==> src/rtl/fifo_arb_pkg.sv <==
// fifo_arb_pkg: state encoding and width helpers shared by the FIFO write arbiter
// and its round-robin selector.
package fifo_arb_pkg;
   typedef enum logic {ST_IDLE = 1'b0, ST_BURST = 1'b1} state_t;
   function automatic int owner_w(input int num_req);
      return $clog2(num_req);
   endfunction
   function automatic int cnt_w(input int max_burst);
      return $clog2(max_burst) + 1;
   endfunction
endpackage

==> src/rtl/fifo_wr_arbiter_rr_pick.sv <==
// rr_pick: combinational round-robin selector; finds the first set request bit
// after last, wrapping modulo N (N need not be a power of two).
module rr_pick #(
   parameter int N = 4,
   parameter int W = 2
) (
   input  logic [N-1:0] req,
   input  logic [W-1:0] last,
   output logic         found,
   output logic [W-1:0] index
);
   logic [W-1:0] j;
   // Walk the candidates farthest-first so the nearest set bit wins last.
   always_comb begin
      found = |req;
      index = '0;
      j = '0;
      for (int k = N; k >= 1; k--) begin
         j = W'((int'(last) + k) % N);
         if (req[j]) index = j;
      end
   end
endmodule

==> src/rtl/fifo_wr_arbiter.sv <==
// fifo_wr_arbiter: round-robin burst arbiter sharing the async FIFO write port
// among NUM_REQ write-domain requesters, gated by the FIFO full flag.
module fifo_wr_arbiter import fifo_arb_pkg::*; #(
   parameter int DATA_WIDTH = 32,
   parameter int NUM_REQ = 4,
   parameter int MAX_BURST = 4,
   localparam int OWNER_W = owner_w(NUM_REQ)
) (
   input  logic                          clk,
   input  logic                          rst,
   input  logic [NUM_REQ-1:0]            req,
   input  logic [NUM_REQ*DATA_WIDTH-1:0] req_data,
   input  logic [NUM_REQ-1:0]            req_last,
   output logic [NUM_REQ-1:0]            ack,
   output logic [DATA_WIDTH-1:0]         fifo_wdata,
   output logic                          fifo_winc,
   input  logic                          fifo_wfull,
   output logic [OWNER_W-1:0]            owner,
   output logic                          busy
);
   localparam int CNT_W = cnt_w(MAX_BURST);
   state_t state;
   logic [CNT_W-1:0] beat_cnt;
   logic [OWNER_W-1:0] last_owner, pick;
   logic found, accept, burst_end;
   logic [DATA_WIDTH-1:0] slot [NUM_REQ];
   always_comb for (int i = 0; i < NUM_REQ; i++) slot[i] = req_data[i*DATA_WIDTH +: DATA_WIDTH];
   rr_pick #(.N(NUM_REQ), .W(OWNER_W)) u_pick (
      .req(req), .last(last_owner), .found(found), .index(pick)
   );
   assign busy = state == ST_BURST;
   assign accept = busy & req[owner] & ~fifo_wfull;
   assign fifo_winc = accept;
   assign ack = accept ? NUM_REQ'(1) << owner : '0;
   assign fifo_wdata = busy ? slot[owner] : '0;
   // A withdrawn owner ends the burst without writing; a stalled beat never ends it.
   assign burst_end = ~req[owner] | (accept & (req_last[owner] | beat_cnt == CNT_W'(MAX_BURST - 1)));
   always_ff @(posedge clk or posedge rst) begin
      if (rst) begin
         state <= ST_IDLE;
         beat_cnt <= '0;
         last_owner <= OWNER_W'(NUM_REQ - 1);
         owner <= '0;
      end else if (state == ST_IDLE) begin
         if (found) begin
            owner <= pick;
            beat_cnt <= '0;
            state <= ST_BURST;
         end
      end else begin
         if (accept) beat_cnt <= beat_cnt + 1'b1;
         if (burst_end) begin
            state <= ST_IDLE;
            last_owner <= owner;
         end
      end
   end
   assert property (@(posedge clk) disable iff (rst) !(fifo_winc && fifo_wfull));
   assert property (@(posedge clk) disable iff (rst) $onehot0(ack));
endmodule

==> config.mk <==
export PLATFORM = sky130hd
export DESIGN_NAME = fifo_wr_arbiter
export DESIGN_NICKNAME = d
export VERILOG_FILES = /design/src/rtl/fifo_arb_pkg.sv /design/src/rtl/fifo_wr_arbiter_rr_pick.sv /design/src/rtl/fifo_wr_arbiter.sv
export SDC_FILE = /design/constraint.sdc
export NUM_CORES = 1
export LEC_CHECK = 0
export CAP_MARGIN = 5
export CORE_MARGIN = 8
export CORE_UTILIZATION = 27
export CTS_CLUSTER_DIAMETER = 50
export CTS_CLUSTER_SIZE = 14
export DETAILED_ROUTE_END_ITERATION = 10
export PLACE_DENSITY_LB_ADDON = 0.15
export SLEW_MARGIN = 20
export SYNTH_ARGS = -nofsm -noshare
export SYNTH_HDL_FRONTEND = slang
export SYNTH_SLANG_ARGS = --single-unit
==> constraint.sdc <==
create_clock -name clk -period 1.97 [get_ports clk]
set_input_delay 0.394 -clock clk [delete_from_list [all_inputs] [get_ports clk]]
set_output_delay 0.394 -clock clk [all_outputs]
set_load 0.005 [all_outputs]
==> impl_metrics.env, run 1 <==
export IMPL_status="complete, but fails checks"
export IMPL_violations="setup timing"
export IMPL_setup_tns_ns=-2.364
export IMPL_worst_slew_pin_transition_ns=0.3196
export IMPL_crit_path_max_incr_delay_ns=0.53
export IMPL_vdd_drop_max_v=0.0008324
export IMPL_cts_path_max_buffers=2
export IMPL_wl_mm=8.134
export IMPL_cp_slowest_cell="mux4_2"
export IMPL_finClkSkew_ns=0.01264
export IMPL_start_util_pct=27.69
export IMPL_final_nets=471
export IMPL_grt_max_degree=27
export IMPL_grtUsageTotal_pct=18.99
export IMPL_place_area_um2=3468
export IMPL_arrival_ns=1.70
export IMPL_ys_top_cells_by_area="mux4_2 (49%), and2_1 (13%), dfrtp_1 (9.9%)"
export IMPL_crit_top_cell="buf_6"
export IMPL_synth_top_area_cell="mux4_2"
export IMPL_die_w_um=90.91
export IMPL_critPathBufInv=3
export IMPL_area_growth_pct=145.3
export IMPL_cp_max_fo=3
export IMPL_synth_area_per_cell_um2=11.39
export IMPL_place_hpwl_mm=6.663
export IMPL_die_h_um=90.91
export IMPL_ys_warn_count=0
export IMPL_grt_pass1_wl_mm=12.51
export IMPL_hp_class="input pin to async pin"
export IMPL_cp_top_family="multiplexers"
export IMPL_hold_viol=0
export IMPL_cts_clk_slew_worst_paths_ns=0.05
export IMPL_numCtsBuffers=3
export IMPL_vias_per_cell=4.910
export IMPL_clock_fmax_mhz=477.6
export IMPL_ys_seq_area_share_pct=13.38
export IMPL_clock_latency_ns=0.24
export IMPL_die_area_um2=8265
export IMPL_drive_above_1_share_pct=40.12
export IMPL_gp_congestion=0.8215
export IMPL_cts_tree="yes"
export IMPL_rsz0062_at_grt="yes"
export IMPL_drt_pre_antenna_iters=4
export IMPL_grt_pass1_vias=2062
export IMPL_fin_crit_ns=2.094
export IMPL_drt_iter0_drc=46
export IMPL_grt_ovfl_total=0
export IMPL_clockRootBuffer="clkbuf_8"
export IMPL_slew_viol_final=0
export IMPL_required_ns=1.58
export IMPL_synth_cells=133
export IMPL_setup_slack_ns=-0.1237
export IMPL_syn_nets=274
export IMPL_cts_num_sinks=8
export IMPL_worstSetupStartpointType="flip-flop"
export IMPL_p_per_area_nw_per_um2=1129
export IMPL_cp_cell_sequence="buf_6 > mux4_2 > nand3b_4 > inv_2 > and3_4 > buf_6"
export IMPL_setup_viol=37
export IMPL_ant_nets=0
export IMPL_ctsHoldBuffers=0
export IMPL_cts_htree_levels=1
export IMPL_wire_per_inst_um=20.28
export IMPL_core_area_um2=5473
export IMPL_drv_cap=0
export IMPL_synth_area_um2=1515
export IMPL_critPathKind="flip-flop to output port"
export IMPL_antenna_found_initial=0
export IMPL_design_area_um2=3717
export IMPL_row_count=27
export IMPL_leakage_nw=1.548
export IMPL_drc=0
export IMPL_n_antenna_cell=0
export IMPL_netlist_cell_type_count=30
export IMPL_yosysTopAreaCellShare_pct=49.05
export IMPL_synth_seq_cells=8
export IMPL_io_pins=179
export IMPL_timing_final_crit_share_pct=106.3
export IMPL_num_vias=1969
export IMPL_numPortBuffers=178
export IMPL_slew_limit_headroom_pct=78.67
export IMPL_endpoint_kind="output port"
[sequential cells by signal, indices dropped and copies added (netlist names)]
signal / count
beat_cnt: 3
owner: 2
busy: 1
last_owner: 2
[kinds of logic after synthesis]
| group | synth area share, % |
|---|---|
| buf+inv | 6.936 |
| fa+ha+maj | 1.651 |
| flops | 13.38 |
| compound gates | 6.277 |
| mux | 52.52 |
| simple gates | 19.24 |
[cell type report]
cell class	instances	area (um2)
clock buffer	4	45.04
fill	449	1755
inverter	8	30.03
multi-input combinational	104	1284
sequential	8	205.2
tap	72	90.09
timing repair buffer	205	2063
[placed cells by master, fill, tap and decap left out, types with 2 or more instances in the layout]
master / n
buf_6: 28
buf_2: 16
dfstp_2: 2
buf_4: 11
nand2_1: 4
buf_12: 9
o21ai_0: 4
a31oi_1: 3
nor3b_2: 2
mux2i_1: 3
nor2_1: 3
mux2_2: 2
clkdlybuf4s50_1: 136
inv_1: 7
clkbuf_8: 3
and2_4: 19
dfrtp_1: 4
mux4_2: 33
a21oi_1: 2
nand3_1: 3
dfrtp_2: 2
ha_1: 2
dlygate4sd2_1: 5
and2_1: 13
[Yosys cell counts]
library cell	instances
a31oi_1	3
buf_2	6
nor2b_1	1
o31a_1	1
a21o_1	1
ha_1	2
nand3_1	3
nor2_1	3
nor3_1	1
clkbuf_1	4
and3_1	1
and2_1	32
inv_1	8
o21ai_0	4
o31ai_1	1
mux2_2	2
mux2i_1	3
dfstp_2	2
mux4_2	33
a31o_2	1
nor3b_1	2
dfrtp_1	6
nand3b_2	1
o21a_1	1
o22ai_1	1
nand2_1	4
nand2b_1	1
buf_4	1
a21oi_1	2
buf_6	2
[stage by stage]
step	util, %	total power, W	worst slack (ns)	cells	hold slack [ns]
6_report	67.92	0.004195	-0.1237	401	0.4041
5_1_grt	67.92	0.004471	-0.1836	401	0.4586
4_1_cts	66.62	0.004026	-0.1798	402	0.4090
3_5_place_dp	63.37	0.003480	-0.5782	384	0.4925
3_3_place_gp	63.37	0.003443	-0.5562	384	0.4836
2_1_floorplan	-	0.001941	0.05219	133	0.2082
[report_power, final]
part           switching (W)  internal [W]
clock network      0.0000709      0.000141
logic                0.00124       0.00239
registers          0.0000975      0.000258
total                0.00141       0.00278
[repair_timing]
| action | CTS | global route |
|---|---|---|
| pin swaps | 35 | 2 |
| setup endpoints to repair | 38 | 40 |
| resized for setup | 187 | 28 |
| setup buffers | 12 | 1 |
| cloned | 2 | 0 |
[metal layers]
| metal | share of wire (%) | global-route usage, % | wire length, um |
|---|---|---|---|
| met1 | 39 | 22.03 | 3184 |
| met2 | 53 | 34.84 | 4295 |
| met3 | 7.0 | 4.239 | 571 |
| met4 | 1.0 | 3.683 | 83 |
| met5 | 0 | 0 | 0 |
[worst paths after layout]
kind | slack (ns) | depth (start not counted) | startpoint | to
min | 0.40 | 2 | rst | beat_cnt[0]
max | -0.12 | 6 | owner[0] | ack[3]
max in group asynchronous | 1.26 | 2 | rst | last_owner[1]
min in group clk | 0.50 | 1 | beat_cnt[0] | beat_cnt[0]
min reg2reg | 0.50 | 1 | beat_cnt[0] | beat_cnt[0]
max reg2reg | 0.16 | 7 | owner[0] | last_owner[1]
Power figures use the tool's default switching activity.
==> run 2, diff against run 1 <==
- CTS_BUF_LIST: unset -> sky130_fd_sc_hd__clkbuf_16
==> impl_metrics.env, run 2 (synthesized netlist as in run 1, its figures left out) <==
export IMPL_final_nets=471
export IMPL_reg2reg_depth=7
export IMPL_rsz0062_at_grt="yes"
export IMPL_core_area_um2=5473
export IMPL_vias_per_cell=4.913
export IMPL_crit_path_max_incr_delay_ns=0.53
export IMPL_cp_max_fo=3
export IMPL_fin_crit_ns=2.098
export IMPL_numPortBuffers=178
export IMPL_area_growth_pct=147.6
export IMPL_cp_depth=6
export IMPL_wl_mm=8.166
export IMPL_top_regs="beat_cnt x3, last_owner x2, owner x2"
export IMPL_drc=0
export IMPL_timing_final_crit_share_pct=106.5
export IMPL_cts_clk_slew_worst_paths_ns=0.04
export IMPL_status="complete, but fails checks"
export IMPL_mostFrequentLayoutCells="clkdlybuf4s50_1 (136), mux4_2 (33), buf_6 (28)"
export IMPL_slew_limit_headroom_pct=78.90
export IMPL_arrival_ns=1.70
export IMPL_setup_slack_ns=-0.1283
export IMPL_row_count=27
export IMPL_num_vias=1970
export IMPL_place_hpwl_mm=6.663
export IMPL_clock_latency_ns=0.24
export IMPL_endpoint_kind="output port"
export IMPL_grt_ovfl_total=0
export IMPL_setup_viol=37
export IMPL_die_h_um=90.91
export IMPL_wire_per_inst_um=20.36
export IMPL_largest_register_ffs=3
export IMPL_cp_top_family="multiplexers"
export IMPL_drt_pre_antenna_iters=4
export IMPL_drv_cap=0
export IMPL_gp_congestion=0.8215
export IMPL_clockRootBuffer="clkbuf_16"
export IMPL_die_w_um=90.91
export IMPL_grtUsageTotal_pct=19.19
export IMPL_hp_class="input pin to async pin"
export IMPL_fin_cells=401
export IMPL_crit_top_cell="buf_6"
export IMPL_io_pins=179
export IMPL_worstSetupStartpointType="flip-flop"
export IMPL_clock_fmax_mhz=476.6
export IMPL_dp_cells=384
export IMPL_fin_util_pct=68.54
export IMPL_largest_register="beat_cnt"
export IMPL_grt_max_degree=27
export IMPL_ant_nets=0
export IMPL_worst_slew_pin_transition_ns=0.3161
export IMPL_startpoint="owner[0]"
export IMPL_p_per_area_nw_per_um2=1156
export IMPL_start_util_pct=27.69
export IMPL_cts_num_sinks=8
export IMPL_n_antenna_cell=0
export IMPL_cts_tree="yes"
export IMPL_violations="setup timing"
export IMPL_finClkSkew_ns=0.004813
export IMPL_cp_cell_sequence="buf_6 > mux4_2 > nand3b_4 > inv_2 > and3_4 > buf_6"
export IMPL_leakage_nw=1.567
export IMPL_fill_cells=440
export IMPL_critPathBufInv=3
export IMPL_vdd_drop_max_v=0.0009226
export IMPL_slew_viol_final=0
export IMPL_hold_viol=0
export IMPL_cp_slowest_cell="mux4_2"
export IMPL_die_area_um2=8265
export IMPL_cts_path_max_buffers=2
export IMPL_drt_iter0_drc=35
export IMPL_critPathKind="flip-flop to output port"
export IMPL_drive_above_1_share_pct=40.12
export IMPL_grt_pass1_wl_mm=12.63
export IMPL_antenna_found_initial=0
export IMPL_required_ns=1.58
export IMPL_grt_pass1_vias=2080
export IMPL_mostFrequentLayoutCell="clkdlybuf4s50_1"
export IMPL_numCtsBuffers=3
export IMPL_r2r_start="owner[0]"
export IMPL_cts_htree_levels=1
## run 2: changes by cell type in the layout (fill, tap and decap cells not counted)
cell | before | now
clkbuf_16 | 0 | 3
clkbuf_1 | 1 | 0
inv_1 | 7 | 8
clkbuf_8 | 3 | 0
## run 2: path summary, 6_finish.rpt
kind	end	slack [ns]
worst max-delay path	ack[3]	-0.13
worst min-delay path	beat_cnt[0]	0.41
worst max register to register	last_owner[0]	0.15
worst min register to register	beat_cnt[0]	0.50
max in group asynchronous	last_owner[0]	1.27
min in group clk	beat_cnt[0]	0.50
## run 2: timing repair
action | CTS | global route
buffers inserted | 12 | 1
gates cloned | 2 | 0
endpoints found under the setup margin | 38 | 40
hold endpoints to repair | 0 | 0
resized for setup | 187 | 28
hold buffers | 0 | 0
pin swaps | 35 | 2
## run 2: through the flow
stage | hold WS, ns | TNS [ns] | power, W | instance area (um2) | worst slack (ns)
after floorplan | 0.2082 | 0 | 0.001941 | 1515 | 0.05219
after global placement | 0.4836 | -11.11 | 0.003443 | 3468 | -0.5562
after detailed placement | 0.4925 | -11.85 | 0.003480 | 3468 | -0.5782
after CTS | 0.4166 | -3.800 | 0.004172 | 3680 | -0.1827
after global routing | 0.4708 | -4.507 | 0.004621 | 3751 | -0.1818
final | 0.4055 | -2.556 | 0.004337 | 3751 | -0.1283
## run 2: where the power goes
group	internal, W	total (W)	switching [W]
Sequential	0.000258	0.000355	0.0000962
Clock	0.000265	0.000352	0.0000872
Combinational	0.00239	0.00363	0.00124
## run 2: area by class of cell
type	instances	area (um2)	area share (%)
repair buffers	205	2063	55.00
multi-input cells	104	1284	34.22
flip-flops and latches	8	205.2	5.470
well taps	72	90.09	2.402
clock buffers	3	75.07	2.001
inverters	8	30.03	0.8005
clock inverters	1	3.754	0.1001
## run 2: layer usage
| layer | global-route usage (%) | part of all wire [%] | vias up |
|---|---|---|---|
| met5 | 0 | 0 | - |
| met3 | 4.489 | 7.0 | 9 |
| met2 | 35.14 | 53 | 98 |
| met4 | 3.683 | 1.0 | 0 |
| met1 | 22.21 | 39 | 950 |
| li1 | - | - | 913 |
==> run 3, diff against run 2 <==
- ABC_CLOCK_PERIOD_IN_PS: unset -> 1970
- CTS_BUF_LIST: sky130_fd_sc_hd__clkbuf_16 -> sky130_fd_sc_hd__clkbuf_8 sky130_fd_sc_hd__clkbuf_16
==> impl_metrics.env, run 3 (synthesized netlist as in run 1, its figures left out) <==
export IMPL_seqCellArea_um2=205.2
export IMPL_slew_limit_headroom_pct=78.67
export IMPL_required_ns=1.58
export IMPL_numCtsBuffers=3
export IMPL_violations="setup timing"
export IMPL_r2r_setup_slack_ns=0.16
export IMPL_start_util_pct=27.69
export IMPL_top_regs="beat_cnt x3, last_owner x2, owner x2"
export IMPL_core_area_um2=5473
export IMPL_swShare_pct=33.62
export IMPL_row_count=27
export IMPL_p_per_area_nw_per_um2=1126
export IMPL_leakage_nw=1.552
export IMPL_setup_viol=37
export IMPL_grtUsageTotal_pct=18.99
export IMPL_cts_htree_levels=1
export IMPL_fin_cells=401
export IMPL_cts_tree="yes"
export IMPL_total_power_w=0.004187
export IMPL_ant_nets=0
export IMPL_dp_cells=384
export IMPL_worstSetupStartpointType="flip-flop"
export IMPL_clock_fmax_mhz=477.7
export IMPL_fin_crit_ns=2.093
export IMPL_timing_final_crit_share_pct=106.3
export IMPL_status="complete, but fails checks"
export IMPL_finClkSkew_ns=0.01032
export IMPL_slew_viol_final=0
export IMPL_reg2reg_depth=7
export IMPL_die_h_um=90.91
export IMPL_arrival_ns=1.70
export IMPL_grt_pass1_vias=2062
export IMPL_wl_mm=8.122
export IMPL_endpoint_kind="output port"
export IMPL_p_int_w=0.002779
export IMPL_drv_cap=0
export IMPL_final_nets=471
export IMPL_numPortBuffers=178
export IMPL_io_pins=179
export IMPL_antenna_found_initial=0
export IMPL_vdd_drop_max_v=0.0008326
export IMPL_clock_latency_ns=0.23
export IMPL_clockRootBuffer="clkbuf_8"
export IMPL_drc=0
export IMPL_startpoint="owner[0]"
export IMPL_hp_class="input pin to async pin"
export IMPL_crit_path_end="ack[3]"
export IMPL_die_w_um=90.91
export IMPL_largest_register_ffs=3
export IMPL_mostFrequentLayoutCell="clkdlybuf4s50_1"
export IMPL_num_vias=1970
export IMPL_fin_hold_ws_ns=0.4069
export IMPL_cts_num_sinks=8
export IMPL_critPathKind="flip-flop to output port"
export IMPL_wire_per_inst_um=20.25
export IMPL_place_hpwl_mm=6.663
export IMPL_crit_reg2reg_capture="last_owner[1]"
export IMPL_cp_max_fo=3
export IMPL_drt_pre_antenna_iters=4
export IMPL_grt_pass1_wl_mm=12.51
export IMPL_design_area_um2=3717
export IMPL_rsz0062_at_grt="yes"
export IMPL_power_share_combinational_pct=86.6
export IMPL_area_growth_pct=145.3
export IMPL_drive_above_1_share_pct=40.12
export IMPL_grt_max_degree=27
export IMPL_r2r_start="owner[0]"
export IMPL_clkPwrFrac_pct=4.9
export IMPL_multiInputGateArea_um2=1284
export IMPL_die_area_um2=8265
export IMPL_cts_path_max_buffers=2
export IMPL_setup_slack_ns=-0.1232
export IMPL_cts_clk_slew_worst_paths_ns=0.05
export IMPL_ctsHoldBuffers=0
export IMPL_largest_register="beat_cnt"
export IMPL_worst_slew_pin_transition_ns=0.3196
export IMPL_switchingPower_w=0.001408
export IMPL_place_area_um2=3468
export IMPL_drt_iter0_drc=46
export IMPL_grt_ovfl_total=0
export IMPL_fill_cells=449
export IMPL_vias_per_cell=4.913
export IMPL_mostFrequentLayoutCells="clkdlybuf4s50_1 (136), mux4_2 (33), buf_6 (28)"
export IMPL_n_antenna_cell=0
export IMPL_gp_congestion=0.8215
export IMPL_hold_viol=0
export IMPL_seq_power_share_pct=8.5
## run 3: cell count changes in the layout (fill, tap and decap cells not counted)
cell / delta
clkbuf_16: -3
clkbuf_8: +3
## run 3: critical path, stage by stage (launching register included)
cell and delay [ns]:
dfrtp_2 0.40, buf_6 0.11, mux4_2 0.53, nand3b_4 0.11
inv_2 0.05, and3_4 0.16, buf_6 0.11
## run 3: power groups by stage
stage	registers, W	clock network [W]	logic, W
2_1_floorplan	0.000313	0	0.00163
3_3_place_gp	0.000353	0	0.00309
3_5_place_dp	0.000354	0	0.00313
4_1_cts	0.000351	0.000210	0.00346
5_1_grt	0.000366	0.000218	0.00388
6_report	0.000356	0.000204	0.00363
## run 3: metal layers
| layer | vias to the layer above | global-route usage (%) | part of all wire (%) |
|---|---|---|---|
| met3 | 9 | 4.239 | 7.0 |
| met1 | 948 | 22.03 | 39 |
| met4 | 0 | 3.683 | 1.0 |
| li1 | 910 | - | - |
| met2 | 103 | 34.84 | 53 |
| met5 | - | 0 | 0 |
## run 3: how the worst min path moves through the flow
stage / startpoint / end / slack [ns] / cells past startpoint
final: rst / beat_cnt[0] / 0.41 / 2
after global routing: rst / beat_cnt[0] / 0.46 / 2
after CTS: rst / beat_cnt[0] / 0.41 / 2
after detailed placement: beat_cnt[0] / beat_cnt[0] / 0.49 / 1
after global placement: beat_cnt[2] / beat_cnt[2] / 0.48 / 2
after floorplan: rst / beat_cnt[0] / 0.21 / 1
## run 3: layout make-up
| cell class | count | area share (%) |
|---|---|---|
| clock buffers | 3 | 1.111 |
| clock inverters | 1 | 0.1010 |
| inverters | 8 | 0.8078 |
| multi-input cells | 104 | 34.53 |
| flip-flops and latches | 8 | 5.520 |
| well taps | 72 | 2.423 |
| repair buffers | 205 | 55.50 |
## run 3: what timing repair did
| action | 4_1_cts | 5_1_grt |
|---|---|---|
| pin swaps | 35 | 2 |
| gates resized for setup | 187 | 28 |
| endpoints found under the setup margin | 38 | 40 |
| setup buffers | 12 | 1 |
| gates cloned | 2 | 0 |
## run 3: metrics by stage
| stage | setup slack [ns] | utilization [%] | TNS [ns] |
|---|---|---|---|
| after global placement | -0.5562 | 63.37 | -11.11 |
| after CTS | -0.1798 | 66.62 | -3.692 |
| after detailed placement | -0.5782 | 63.37 | -11.85 |
| after global routing | -0.1836 | 67.92 | -4.663 |
| after floorplan | 0.05219 | - | 0 |
| final | -0.1232 | 67.92 | -2.366 |
==> RTL edit (settings of run 3) <==
`NUM_REQ`: 4 -> 2.
--- a/src/rtl/fifo_wr_arbiter.sv
+++ b/src/rtl/fifo_wr_arbiter.sv
@@ -2,7 +2,7 @@
 // among NUM_REQ write-domain requesters, gated by the FIFO full flag.
 module fifo_wr_arbiter import fifo_arb_pkg::*; #(
    parameter int DATA_WIDTH = 32,
-   parameter int NUM_REQ = 4,
+   parameter int NUM_REQ = 2,
    parameter int MAX_BURST = 4,
    localparam int OWNER_W = owner_w(NUM_REQ)
 ) (
Interface: changed (5 resized); port bits go from 179 to 108. No check against the original RTL was run, so the function may have changed too.
==> RTL edit against run 3 <==
  * Wire length fell by 45%
  * First-iteration DRC count rose by 59%
  * Setup slack improved by 0.17 ns
  * Sequential cell count fell by 2
  * Area after synthesis fell by 44%
  * Synthesized cell count fell by 17%
  * Total power fell by 50%
  * Combinational power fell by 54%
  * Largest cell class unchanged
  * Final area fell by 44%
==> RTL edit: results (changes against run 3) <==
[synthesis]
ys_types=22  ; was 30
synthTopCellsByCount=nor2_1 (38), mux2i_1 (35), nand2_1 (6)  ; was mux4_2 (33), and2_1 (32), inv_1 (8)
postSynthCellCount=110  ; was 133
yosys.area.top_type=mux2i_1  ; was mux4_2
ys_seq_area_frac=0.177  ; was 0.134
synth_area_leaders=mux2i_1 (41%), nor2_1 (17%), dfrtp_1 (15%)  ; was mux4_2 (49%), and2_1 (13%), dfrtp_1 (9.9%)

[finish]
sequential_cell_total=6  ; was 8
buffer_area_frac=0.558  ; was 0.555
multi_input_area_share=0.313  ; was 0.345
final-clk-cell-share=0.0217  ; was 0.0121
nets=300  ; was 471
signal_buffers=119  ; was 205
multi_input_area_sq_um=649  ; was 1280 sq um
multi_input_cells=93  ; was 104
area.growth.synth_to_final_pct=143  ; was 145%
instances_no_fill=270  ; was 401
sh_seq_area=0.0741  ; was 0.0552
fill_cells=247  ; was 449
inverters=4  ; was 8
postLayoutCoreUtil=0.686  ; was 0.679
drive_gt1_frac=0.0973  ; was 0.401

[pwr]
pg_clk_uw=190  ; was 204 uW
p_leak_nw=1.05  ; was 1.55 nW
seqPwrFrac=0.111  ; was 0.085
internal_power_mw=1.26  ; was 2.78 mW
vdd_drop_max_v=0.000637  ; was 0.000833 V
combPwrFrac=0.798  ; was 0.866

[worst_setup_path]
slowest_stage=clkdlybuf4s50_1  ; was mux4_2
reg2reg_to=busy  ; was last_owner[1]
worstSetupStartpoint=owner  ; was owner[0]
cpLargestDelayFamily=buffers and inverters  ; was multiplexers
rr_startpoint=beat_cnt[0]  ; was owner[0]
cp_max_fo=12  ; was 3
endpoint=fifo_wdata[2]  ; was ack[3]
ff2ff_setup_slack_ns=0.57  ; was 0.16 ns
reg2reg_depth=5  ; was 7
slowest_delay_ns=0.51  ; was 0.53 ns

[placement]
hpwlAfterDp_microns=3860  ; was 6660 microns
post-place-ws_ns=-0.132  ; was -0.578 ns
dpl.cell_count=264  ; was 384
place.gp.congestion=0.820  ; was 0.822
dpl_cell_area_sq_um=2040  ; was 3470 sq um
numPortBuffers=107  ; was 178

[global_routing]
grt_pass1_vias=1309  ; was 2,062
grt.total_usage=0.169  ; was 0.190
grt_pass1_wl_microns=6940  ; was 12,500 microns

[outcome]
status=finished, final reports clean  ; was complete, but fails checks

[cts]
h-tree-depth=1  ; unchanged
root_buffer=clkbuf_8  ; unchanged

[timing]
fin_skew_ns=0.000430  ; was 0.0103 ns
max_slew.worst_pin.slew_ns=0.340  ; was 0.320 ns
hold_ws_ns=0.381  ; was 0.407 ns
fmax_mhz=521  ; was 478 MHz

[routing]
via_count=1204  ; was 1,970
drtIter0Drc=73  ; was 46
wire_per_inst_microns=16.7  ; was 20.3 microns

RTL edit: cell count changes in the layout (fill, tap and decap cells not counted), sizes merged, moves of 3 or more:
cell and change:
clkdlybuf4s50 -63, buf -52, nor2 +35, mux4 -33
and2 -32, mux2i +32, dlygate4sd2 +26, inv -5
a31oi -3, dlymetal6s2s +3, nand2 +3, o21ai -3
RTL edit: kinds of logic after synthesis:
logic type,count (synthesis),share of synthesized area
AND/OR/NAND/NOR,48,0.230
multiplexers,35,0.411
buffers and inverters,11,0.0704
AO/OA/AOI/OAI,8,0.0821
flip-flops,6,0.177
adder cells (fa/ha/maj),2,0.0293
RTL edit: repair_timing:
item,CTS,global route
gates resized for setup,34,3
buffers inserted,0,2
setup endpoints to repair,29,5
RTL edit: routing by layer:
metal  track usage  wire, microns  vias up
met2         0.334           2560       54
li1              -              -      603
met4        0.0272             15        0
met3        0.0606            407        3
met1         0.163           1510      544
met5             0              0        -
